[src/rtl/fifo_rd_stream_adapter_pkg.sv]
// fifo_stream_pkg: shared state type, default sizes and parity helper for fifo_rd_stream_adapter
package fifo_stream_pkg;
  typedef enum logic {STOP, RUN} rd_state_e;
  localparam int DEF_DATA_WIDTH = 8;
  localparam int DEF_BURST_LEN  = 4;
  localparam int PARITY_MAX_W   = 256;
  // XOR reduce; callers zero-extend narrower words, which leaves the result unchanged
  function automatic logic even_parity(input logic [PARITY_MAX_W-1:0] d);
    return ^d;
  endfunction
endpackage

[src/rtl/fifo_rd_stream_adapter_if.sv]
// fifo_rd_stream_adapter_if: FIFO read port plus valid/ready burst stream; m_parity exists only with FIFO_RD_STREAM_PARITY_EN
interface fifo_rd_stream_adapter_if import fifo_stream_pkg::*; #(
  parameter int DATA_WIDTH = DEF_DATA_WIDTH
);
  logic                  fifo_empty;
  logic [DATA_WIDTH-1:0] fifo_dout;
  logic                  fifo_rd_en;
  logic                  m_valid;
  logic                  m_ready;
  logic [DATA_WIDTH-1:0] m_data;
  logic                  m_last;
`ifdef FIFO_RD_STREAM_PARITY_EN
  logic                  m_parity;
  modport master (input fifo_empty, fifo_dout, m_ready, output fifo_rd_en, m_valid, m_data, m_last, m_parity);
  modport slave (output fifo_empty, fifo_dout, m_ready, input fifo_rd_en, m_valid, m_data, m_last, m_parity);
`else
  modport master (input fifo_empty, fifo_dout, m_ready, output fifo_rd_en, m_valid, m_data, m_last);
  modport slave (output fifo_empty, fifo_dout, m_ready, input fifo_rd_en, m_valid, m_data, m_last);
`endif
endinterface

[src/rtl/fifo_rd_stream_adapter_skid_buf2.sv]
// stream_skid_buf2: 2-entry in-order buffer with a write port, a valid/ready read port and occupancy
module stream_skid_buf2 #(
  parameter int W = 8
) (
  input  logic         clk,
  input  logic         rst_n,
  input  logic         wr_en_i,
  input  logic [W-1:0] wr_data_i,
  output logic         valid_o,
  input  logic         ready_i,
  output logic [W-1:0] data_o,
  output logic [1:0]   occ_o
);
  logic [W-1:0] head_q, head_d, tail_q, tail_d;
  logic [1:0]   occ_q, occ_d;
  logic         pop;
  assign valid_o = occ_q != 2'd0;
  assign pop     = valid_o & ready_i;
  assign data_o  = head_q;
  assign occ_o   = occ_q;
  // a pop shifts the tail forward; a write lands in the first slot left free after that pop
  always_comb begin
    head_d = pop ? ((wr_en_i && occ_q == 2'd1) ? wr_data_i : tail_q)
                 : ((wr_en_i && occ_q == 2'd0) ? wr_data_i : head_q);
    tail_d = (wr_en_i && ((occ_q == 2'd1 && !pop) || (occ_q == 2'd2 && pop))) ? wr_data_i : tail_q;
    occ_d  = occ_q + {1'b0, wr_en_i} - {1'b0, pop};
  end
  // storage and occupancy registers
  always_ff @(posedge clk or negedge rst_n)
    if (!rst_n) begin
      head_q <= '0;
      tail_q <= '0;
      occ_q  <= 2'd0;
    end else begin
      head_q <= head_d;
      tail_q <= tail_d;
      occ_q  <= occ_d;
    end
  // a write arriving while both entries are held means the upstream credit check was bypassed
  always_ff @(posedge clk)
    if (rst_n) assert (!(wr_en_i && occ_q == 2'd2));
endmodule

[src/rtl/fifo_rd_stream_adapter.sv]
// fifo_rd_stream_adapter: drains a 1-cycle-latency FIFO into a burst-framed valid/ready stream; FIFO_RD_STREAM_PARITY_EN adds m_parity
module fifo_rd_stream_adapter import fifo_stream_pkg::*; #(
  parameter int DATA_WIDTH = DEF_DATA_WIDTH,
  parameter int BURST_LEN  = DEF_BURST_LEN
) (
  input  logic                            clk,
  input  logic                            rst_n,
  input  logic                            run,
  output logic                            busy,
  fifo_rd_stream_adapter_if.master        bus
);
`ifdef FIFO_RD_STREAM_PARITY_EN
  localparam int PW = 1;
`else
  localparam int PW = 0;
`endif
  localparam int W  = DATA_WIDTH + PW;
  localparam int BW = BURST_LEN > 1 ? $clog2(BURST_LEN) : 1;
  localparam logic [BW-1:0] LAST_BEAT = BW'(BURST_LEN - 1);
  rd_state_e     state_q;
  logic          inflight_q;
  logic [BW-1:0] beat_cnt_q, beat_cnt_d;
  logic [1:0]    occ;
  logic [W-1:0]  wr_data, rd_data;
  logic          hs, credit_ok;
`ifdef FIFO_RD_STREAM_PARITY_EN
  assign wr_data      = {even_parity(PARITY_MAX_W'(bus.fifo_dout)), bus.fifo_dout};
  assign bus.m_parity = rd_data[DATA_WIDTH];
`else
  assign wr_data = bus.fifo_dout;
`endif
  assign bus.m_data = rd_data[DATA_WIDTH-1:0];
  assign hs         = bus.m_valid & bus.m_ready;
  // the slot freed by this cycle's handshake counts as credit, so a steady stream runs without bubbles
  assign credit_ok      = ({1'b0, occ} + {2'b0, inflight_q}) < (hs ? 3'd3 : 3'd2);
  // run gates reads combinationally so they stop in the very cycle run falls
  assign bus.fifo_rd_en = state_q == RUN && run && !bus.fifo_empty && credit_ok;
  assign bus.m_last     = bus.m_valid & (beat_cnt_q == LAST_BEAT);
  assign busy           = bus.m_valid | inflight_q;
  assign beat_cnt_d     = hs ? (beat_cnt_q == LAST_BEAT ? '0 : beat_cnt_q + 1'b1) : beat_cnt_q;
  // run/stop FSM, read-latency tracker and burst beat counter; the counter survives STOP
  always_ff @(posedge clk or negedge rst_n)
    if (!rst_n) begin
      state_q    <= STOP;
      inflight_q <= 1'b0;
      beat_cnt_q <= '0;
    end else begin
      state_q    <= (state_q == STOP && run) ? RUN : (state_q == RUN && !run) ? STOP : state_q;
      inflight_q <= bus.fifo_rd_en;
      beat_cnt_q <= beat_cnt_d;
    end
  stream_skid_buf2 #(.W(W)) u_skid (
    .clk       (clk),
    .rst_n     (rst_n),
    .wr_en_i   (inflight_q),
    .wr_data_i (wr_data),
    .valid_o   (bus.m_valid),
    .ready_i   (bus.m_ready),
    .data_o    (rd_data),
    .occ_o     (occ)
  );
endmodule
[src/flat_wrapper.sv]
// flat-port wrapper written by rule: the top's interface ports become plain ports
module fifo_rd_stream_adapter_flat import fifo_stream_pkg::*;
#(
  parameter int DATA_WIDTH = DEF_DATA_WIDTH,
  parameter int BURST_LEN  = DEF_BURST_LEN
)
  (clk, rst_n, run, busy, bus_fifo_empty, bus_fifo_dout, bus_m_ready, bus_fifo_rd_en, bus_m_valid, bus_m_data, bus_m_last);
  fifo_rd_stream_adapter_if #(.DATA_WIDTH(DATA_WIDTH)) bus_i ();
  input  logic clk;
  input  logic rst_n;
  input  logic run;
  output logic busy;
  input wire logic [$bits(bus_i.fifo_empty)-1:0] bus_fifo_empty;
  input wire logic [$bits(bus_i.fifo_dout)-1:0] bus_fifo_dout;
  input wire logic [$bits(bus_i.m_ready)-1:0] bus_m_ready;
  output wire logic [$bits(bus_i.fifo_rd_en)-1:0] bus_fifo_rd_en;
  output wire logic [$bits(bus_i.m_valid)-1:0] bus_m_valid;
  output wire logic [$bits(bus_i.m_data)-1:0] bus_m_data;
  output wire logic [$bits(bus_i.m_last)-1:0] bus_m_last;
  assign bus_i.fifo_empty = bus_fifo_empty;
  assign bus_i.fifo_dout = bus_fifo_dout;
  assign bus_i.m_ready = bus_m_ready;
  assign bus_fifo_rd_en = bus_i.fifo_rd_en;
  assign bus_m_valid = bus_i.m_valid;
  assign bus_m_data = bus_i.m_data;
  assign bus_m_last = bus_i.m_last;
  fifo_rd_stream_adapter #(.DATA_WIDTH(DATA_WIDTH), .BURST_LEN(BURST_LEN)) u_core (.clk(clk), .rst_n(rst_n), .run(run), .busy(busy), .bus(bus_i));
endmodule
[config.mk]
export PLATFORM = sky130hd
export DESIGN_NAME = fifo_rd_stream_adapter_flat
export DESIGN_NICKNAME = d
export VERILOG_FILES = /design/src/rtl/fifo_rd_stream_adapter_pkg.sv /design/src/rtl/fifo_rd_stream_adapter_if.sv /design/src/rtl/fifo_rd_stream_adapter_skid_buf2.sv /design/src/rtl/fifo_rd_stream_adapter.sv /design/src/flat_wrapper.sv
export SDC_FILE = /design/constraint.sdc
export NUM_CORES = 1
export LEC_CHECK = 0
export ABC_CLOCK_PERIOD_IN_PS = 1810
export CORE_MARGIN = 10
export CORE_UTILIZATION = 48
export DETAILED_ROUTE_END_ITERATION = 8
export PLACE_DENSITY_LB_ADDON = 0.12
export SYNTH_ARGS = -nofsm -noshare
export SYNTH_HDL_FRONTEND = slang
export SYNTH_SLANG_ARGS = --single-unit
export TNS_END_PERCENT = 5
[constraint.sdc]
create_clock -name clk -period 1.81 [get_ports clk]
set_clock_uncertainty 0.05 [all_clocks]
set_input_delay 0.2715 -clock clk [delete_from_list [all_inputs] [get_ports clk]]
set_output_delay 0.2715 -clock clk [all_outputs]
set_load 0.02 [all_outputs]
Word level (Yosys, flattened, before mapping)
Index checks and enable logic that the tools add are counted.
Widths: inputs -> output; s select.
- register bits: 22
- input bits: 13
- output and inout port bits: 12
- add/subtract/negate cells: 4
- order comparisons: 1
- equality and inequality tests: 3
- mux-type cells: 7
- bitwise logic cells: 4
- reductions and logical operators: 18
- operator list (cell ; number):
    $mux 8 ; 3
    $logic_and 1x1->1 ; 10
    $reduce_bool 2->1 ; 3
    $eq 2x2->1 const B ; 2
    $add 2x1->3 ; 1
    $logic_not 1->1 ; 3
    $lt 3x3->1 ; 1
    $mux 1 ; 3
    $add 2x1->2 ; 1
    $add 2x1->2 const B ; 1
    $and 1x1->1 ; 2
    $eq 2x1->1 const B ; 1
    $logic_not 2->1 ; 1
    $mux 2 ; 1
    $sub 2x1->2 ; 1
    $logic_or 1x1->1 ; 1
    $not 1->1 ; 1
    $or 1x1->1 ; 1

Depth between registers and ports, before layout
- depth after elaboration: 6
- depth in mapped cells: 6
- gate-level depth less buffers: 5

Hierarchy
Synthesis repeated with hierarchy kept, for this count alone.
- cells, all modules: 83
- area total of the unflattened synthesis: 1089.8 um2
- modules (own cells, without submodules) (module ; times used ; cells each ; area an instance (um2)):
    stream_skid_buf2 ; 1 ; 63 ; 842.1
    fifo_rd_stream_adapter ; 1 ; 20 ; 247.7

Worst setup path before layout
No wires, ideal clock.
- kind: register to output
- from: register u_core.u_skid.occ_q[0] (netlist: u_core.u_skid.occ_o[0])
- to: output port bus_fifo_rd_en
- arrival: 1.249 ns
- required time: 1.488 ns
- slack: 0.240 ns
- stages on the path, launching flop included: 5
- buffers on the path: 0
- cell sequence: dfrtp_1 > ha_1 > ha_1 > o21ai_0 > and3_1
- word-level cells in the longest chain between the ends: 5
- elaborated cells on any way between the ends: 6
- those cells by class: add/sub (1); order compare (1); mux (1); bitwise (1); reduce/logical (2)
- ends and longest elaborated chain (what ; line ; source):
    start: declaration ; fifo_rd_stream_adapter_skid_buf2.sv:15 ; logic [1:0] occ_q, occ_d;
    start signal: assignment ; fifo_rd_stream_adapter_skid_buf2.sv:33 ; occ_q <= 2'd0;
    start signal: assignment ; fifo_rd_stream_adapter_skid_buf2.sv:37 ; occ_q <= occ_d;
    $reduce_bool 2->1 ; fifo_rd_stream_adapter_skid_buf2.sv:17 ; assign valid_o = occ_q != 2'd0;
    $and 1x1->1 ; fifo_rd_stream_adapter.sv:33 ; assign hs = bus.m_valid & bus.m_ready;
    $mux 1 ; fifo_rd_stream_adapter.sv:35 ; assign credit_ok = ({1'b0, occ} + {2'b0, inflight_q}) < (hs ? 3'd3 : 3'd2);
    $lt 3x3->1 * ; fifo_rd_stream_adapter.sv:35 ;
    $logic_and 1x1->1 * ; fifo_rd_stream_adapter.sv:37 ; assign bus.fifo_rd_en = state_q == RUN && run && !bus.fifo_empty && credit_ok;
    end: declaration ; flat_wrapper.sv:16 ; output wire logic [$bits(bus_i.fifo_rd_en)-1:0] bus_fifo_rd_en;
Every way passes the cells marked *; elsewhere a longest branch is shown, timed or not.

Worst setup path after layout
- from: register u_core.inflight_q
- to: output port bus_fifo_rd_en
- word-level cells in the longest chain between the ends: 3
- ends and longest elaborated chain (what ; line ; source):
    start: declaration ; fifo_rd_stream_adapter.sv:21 ; logic inflight_q;
    start signal: assignment ; fifo_rd_stream_adapter.sv:49 ; inflight_q <= bus.fifo_rd_en;
    $add 2x1->3 ; fifo_rd_stream_adapter.sv:35 ;
    $lt 3x3->1 ; fifo_rd_stream_adapter.sv:35 ;
    $logic_and 1x1->1 ; fifo_rd_stream_adapter.sv:37 ;
Every way passes these cells.

==> results_dict.tcl <==
set metrics [dict create \
    powerDensity_nw_per_um2 1636 \
    die_area_um2 4550 \
    vias 792 \
    ys_ff_latch 22 \
    post-dp-hpwl_um 1598 \
    setup.worst_path.class "reg -> out" \
    nFillCells 159 \
    worstMarginPinSlew_ns 0.3838 \
    worstPathRequired_ns 1.49 \
    globalRouteTotalUtil 0.1084 \
    syn_inst 86 \
    grt_pass1_vias 839 \
    cts_hold_buf 0 \
    cts-root-buf "clkbuf_4" \
    drc 0 \
    crit_arrival_ns 1.50 \
    antenna_found_initial 0 \
    place_congestion 0.6704 \
    synthTopCellsByArea "dfrtp_1 51%, mux2_2 10%, mux2i_1 7.4%, ha_1 6.9%, o21ai_4 4.5%" \
    wl_um 2194 \
    reg2reg_from "u_core.u_skid.occ_o[1]" \
    post-place-ws_ns -0.3241 \
    port_buffers 24 \
    clock_latency_ns 0.31 \
    layout_setup_ws_ns -0.01456 \
    first_pass_iters 4 \
    post-route-period-util 1.008 \
    endpoint_kind "output pin" \
    avgSynthCellArea_um2 12.57 \
    synthFlopType "dfrtp_1" \
    tns_ns -0.01456 \
    start_util 0.4983 \
    finalNetCount 147 \
    numCtsBuffers 3 \
    yosysMostFrequentCell "dfrtp_1" \
    first_iter_violations 26 \
    fp.coreArea_um2 2170 \
    ys_seq_area_frac 0.5093 \
    syn2layout_area_growth_pct 43.87 \
    report.final.slew_viol_count 0 \
    die_w_um 67.46 \
    io_pins 25 \
    cp_max_fo 2 \
    die_h_um 67.46 \
    multi_input_area_um2 531.8 \
    ff2ff_setup_slack_ns 0.11 \
    finalHoldViolCount 0 \
    rsz0062_at_grt "true" \
    leakagePower_nw 0.7226 \
    synth_top_area_frac 0.5093 \
    synth_largest_area_cell "dfrtp_1" \
    hold_path_class "in -> async" \
    synth_fp_nets 105 \
    overflow 0 \
    n_antenna_cell 0 \
    yosysWarnings 0 \
    path_clk_slew_ns 0.13 \
    viasPerCell 5.110 \
    cts_sinks 22 \
    grt_max_degree 23 \
    cts_buffer_depth 2 \
    regArea_um2 550.5 \
    drive_gt1_frac 0.3543 \
    h-tree-depth 1 \
    antenna_left 0 \
    synthTopCellsByCount "22 x dfrtp_1, 11 x nor2_1, 10 x mux2_2" \
    synth_edf_count 0 \
    violations "negative setup slack" \
    setup_viol 1 \
    rows 17 \
    ys_types 21 \
    fmax_mhz 548.1 \
    syn-cell-area_um2 1081 \
    rr_worst_depth 8 \
    min_period_ns 1.825 \
    grt_pass1_wl_um 3843 \
    wl_per_cell_um 14.15 \
    cp-start-kind "flip-flop" \
    reg2reg_to "u_core.u_skid.occ_o[1]" \
    synthArstFlopShare 1.000 \
    outcome "complete, but fails checks" \
    vdd_ir_drop_max_mv 1.240 \
    whs_ns 0.2350 \
    relSlewSlack 0.7431 \
    maxCapViolCount 0 \
    cts_tree "yes" \
]
==> cell families after synthesis <==
kind of cell	share of synthesized area
adder cells (fa/ha/maj)	0.06944
AO/OA/AOI/OAI	0.1019
XOR/XNOR	0.02431
flip-flops	0.5093
buffers and inverters	0.02778
AND/OR/NAND/NOR	0.08913
multiplexers	0.1782
==> report_power, final <==
group	leakage [nW]	internal (mW)	total, mW	switching [mW]
Combinational	0.425	0.728	1.35	0.622
Clock	0.0279	0.224	0.380	0.156
Sequential	0.270	0.704	0.815	0.111
Total	0.723	1.66	2.54	0.889
==> cell type report <==
cell class / count / area share
Clock buffer: 3 / 0.01448
Clock inverter: 1 / 0.01931
Inverter: 2 / 0.004827
Multi-Input combinational cell: 60 / 0.3419
Sequential cell: 22 / 0.3540
Tap cell: 28 / 0.02253
Timing Repair Buffer: 39 / 0.2430
==> worst max-delay path, cell delays in order, from the launching register on <==
cell and delay (ns):
dfrtp_1 0.41, ha_2 0.20, ha_4 0.25, o21ai_2 0.04, and3_4 0.17, buf_6 0.12
==> layout by cell type (no fill, tap or decap), drive strengths merged <==
cell           instances
a21oi                  8
buf                   19
nor3b                  1
nor2b                  1
o21ai                  5
clkdlybuf4s50         20
dfrtp                 22
a21o                   1
bufinv                 1
mux2i                  8
mux2                  10
and3                   1
nor2                  11
ha                     6
inv                    2
or3                    1
nor3                   1
and2                   1
xnor2                  3
or2                    1
nand2                  1
clkbuf                 3
==> how the worst max path moves through the flow <==
stage | from | end | slack, ns | cells after the start
floorplan | u_core.u_skid.occ_o[0] | bus_fifo_rd_en | 0.24 | 4
global placement | bus_m_ready | bus_fifo_rd_en | -0.31 | 5
detailed placement | bus_m_ready | bus_fifo_rd_en | -0.32 | 5
CTS | u_core.inflight_q | bus_fifo_rd_en | -0.06 | 5
global route | u_core.inflight_q | bus_fifo_rd_en | -0.06 | 5
finish | u_core.inflight_q | bus_fifo_rd_en | -0.01 | 5
==> routing by layer <==
layer | up-vias | track usage | share of wire
li1 | 385 | - | -
met1 | 386 | 0.1160 | 0.41
met2 | 16 | 0.1908 | 0.51
met3 | 5 | 0.03636 | 0.071
met4 | 0 | 0.04615 | 0.015
met5 | - | 0 | 0
==> repair_timing <==
action,4_1_cts,5_1_grt
pin swaps,1,5
setup endpoints to repair,4,3
resized for setup,20,12
buffers inserted,1,2
cloned,0,0
==> stage by stage <==
stage	cells	utilization	power, mW	cell area [um^2]
global placement	149	0.6655	2.035	1444
CTS	154	0.6892	2.463	1495
finish	155	0.7168	2.545	1555
global route	155	0.7168	2.732	1555
detailed placement	149	0.6655	2.074	1444
floorplan	86	-	1.570	1081
==> sequential cells by signal (all words and copies together), names as in the netlist <==
register,cells
u_core.u_skid.tail_q,8
u_core.state_q,1
u_core.beat_cnt_q,2
u_core.inflight_q,1
u_core.u_skid.occ_o,2
u_core.u_skid.data_o,8
(Power assumes the default switching activity.)
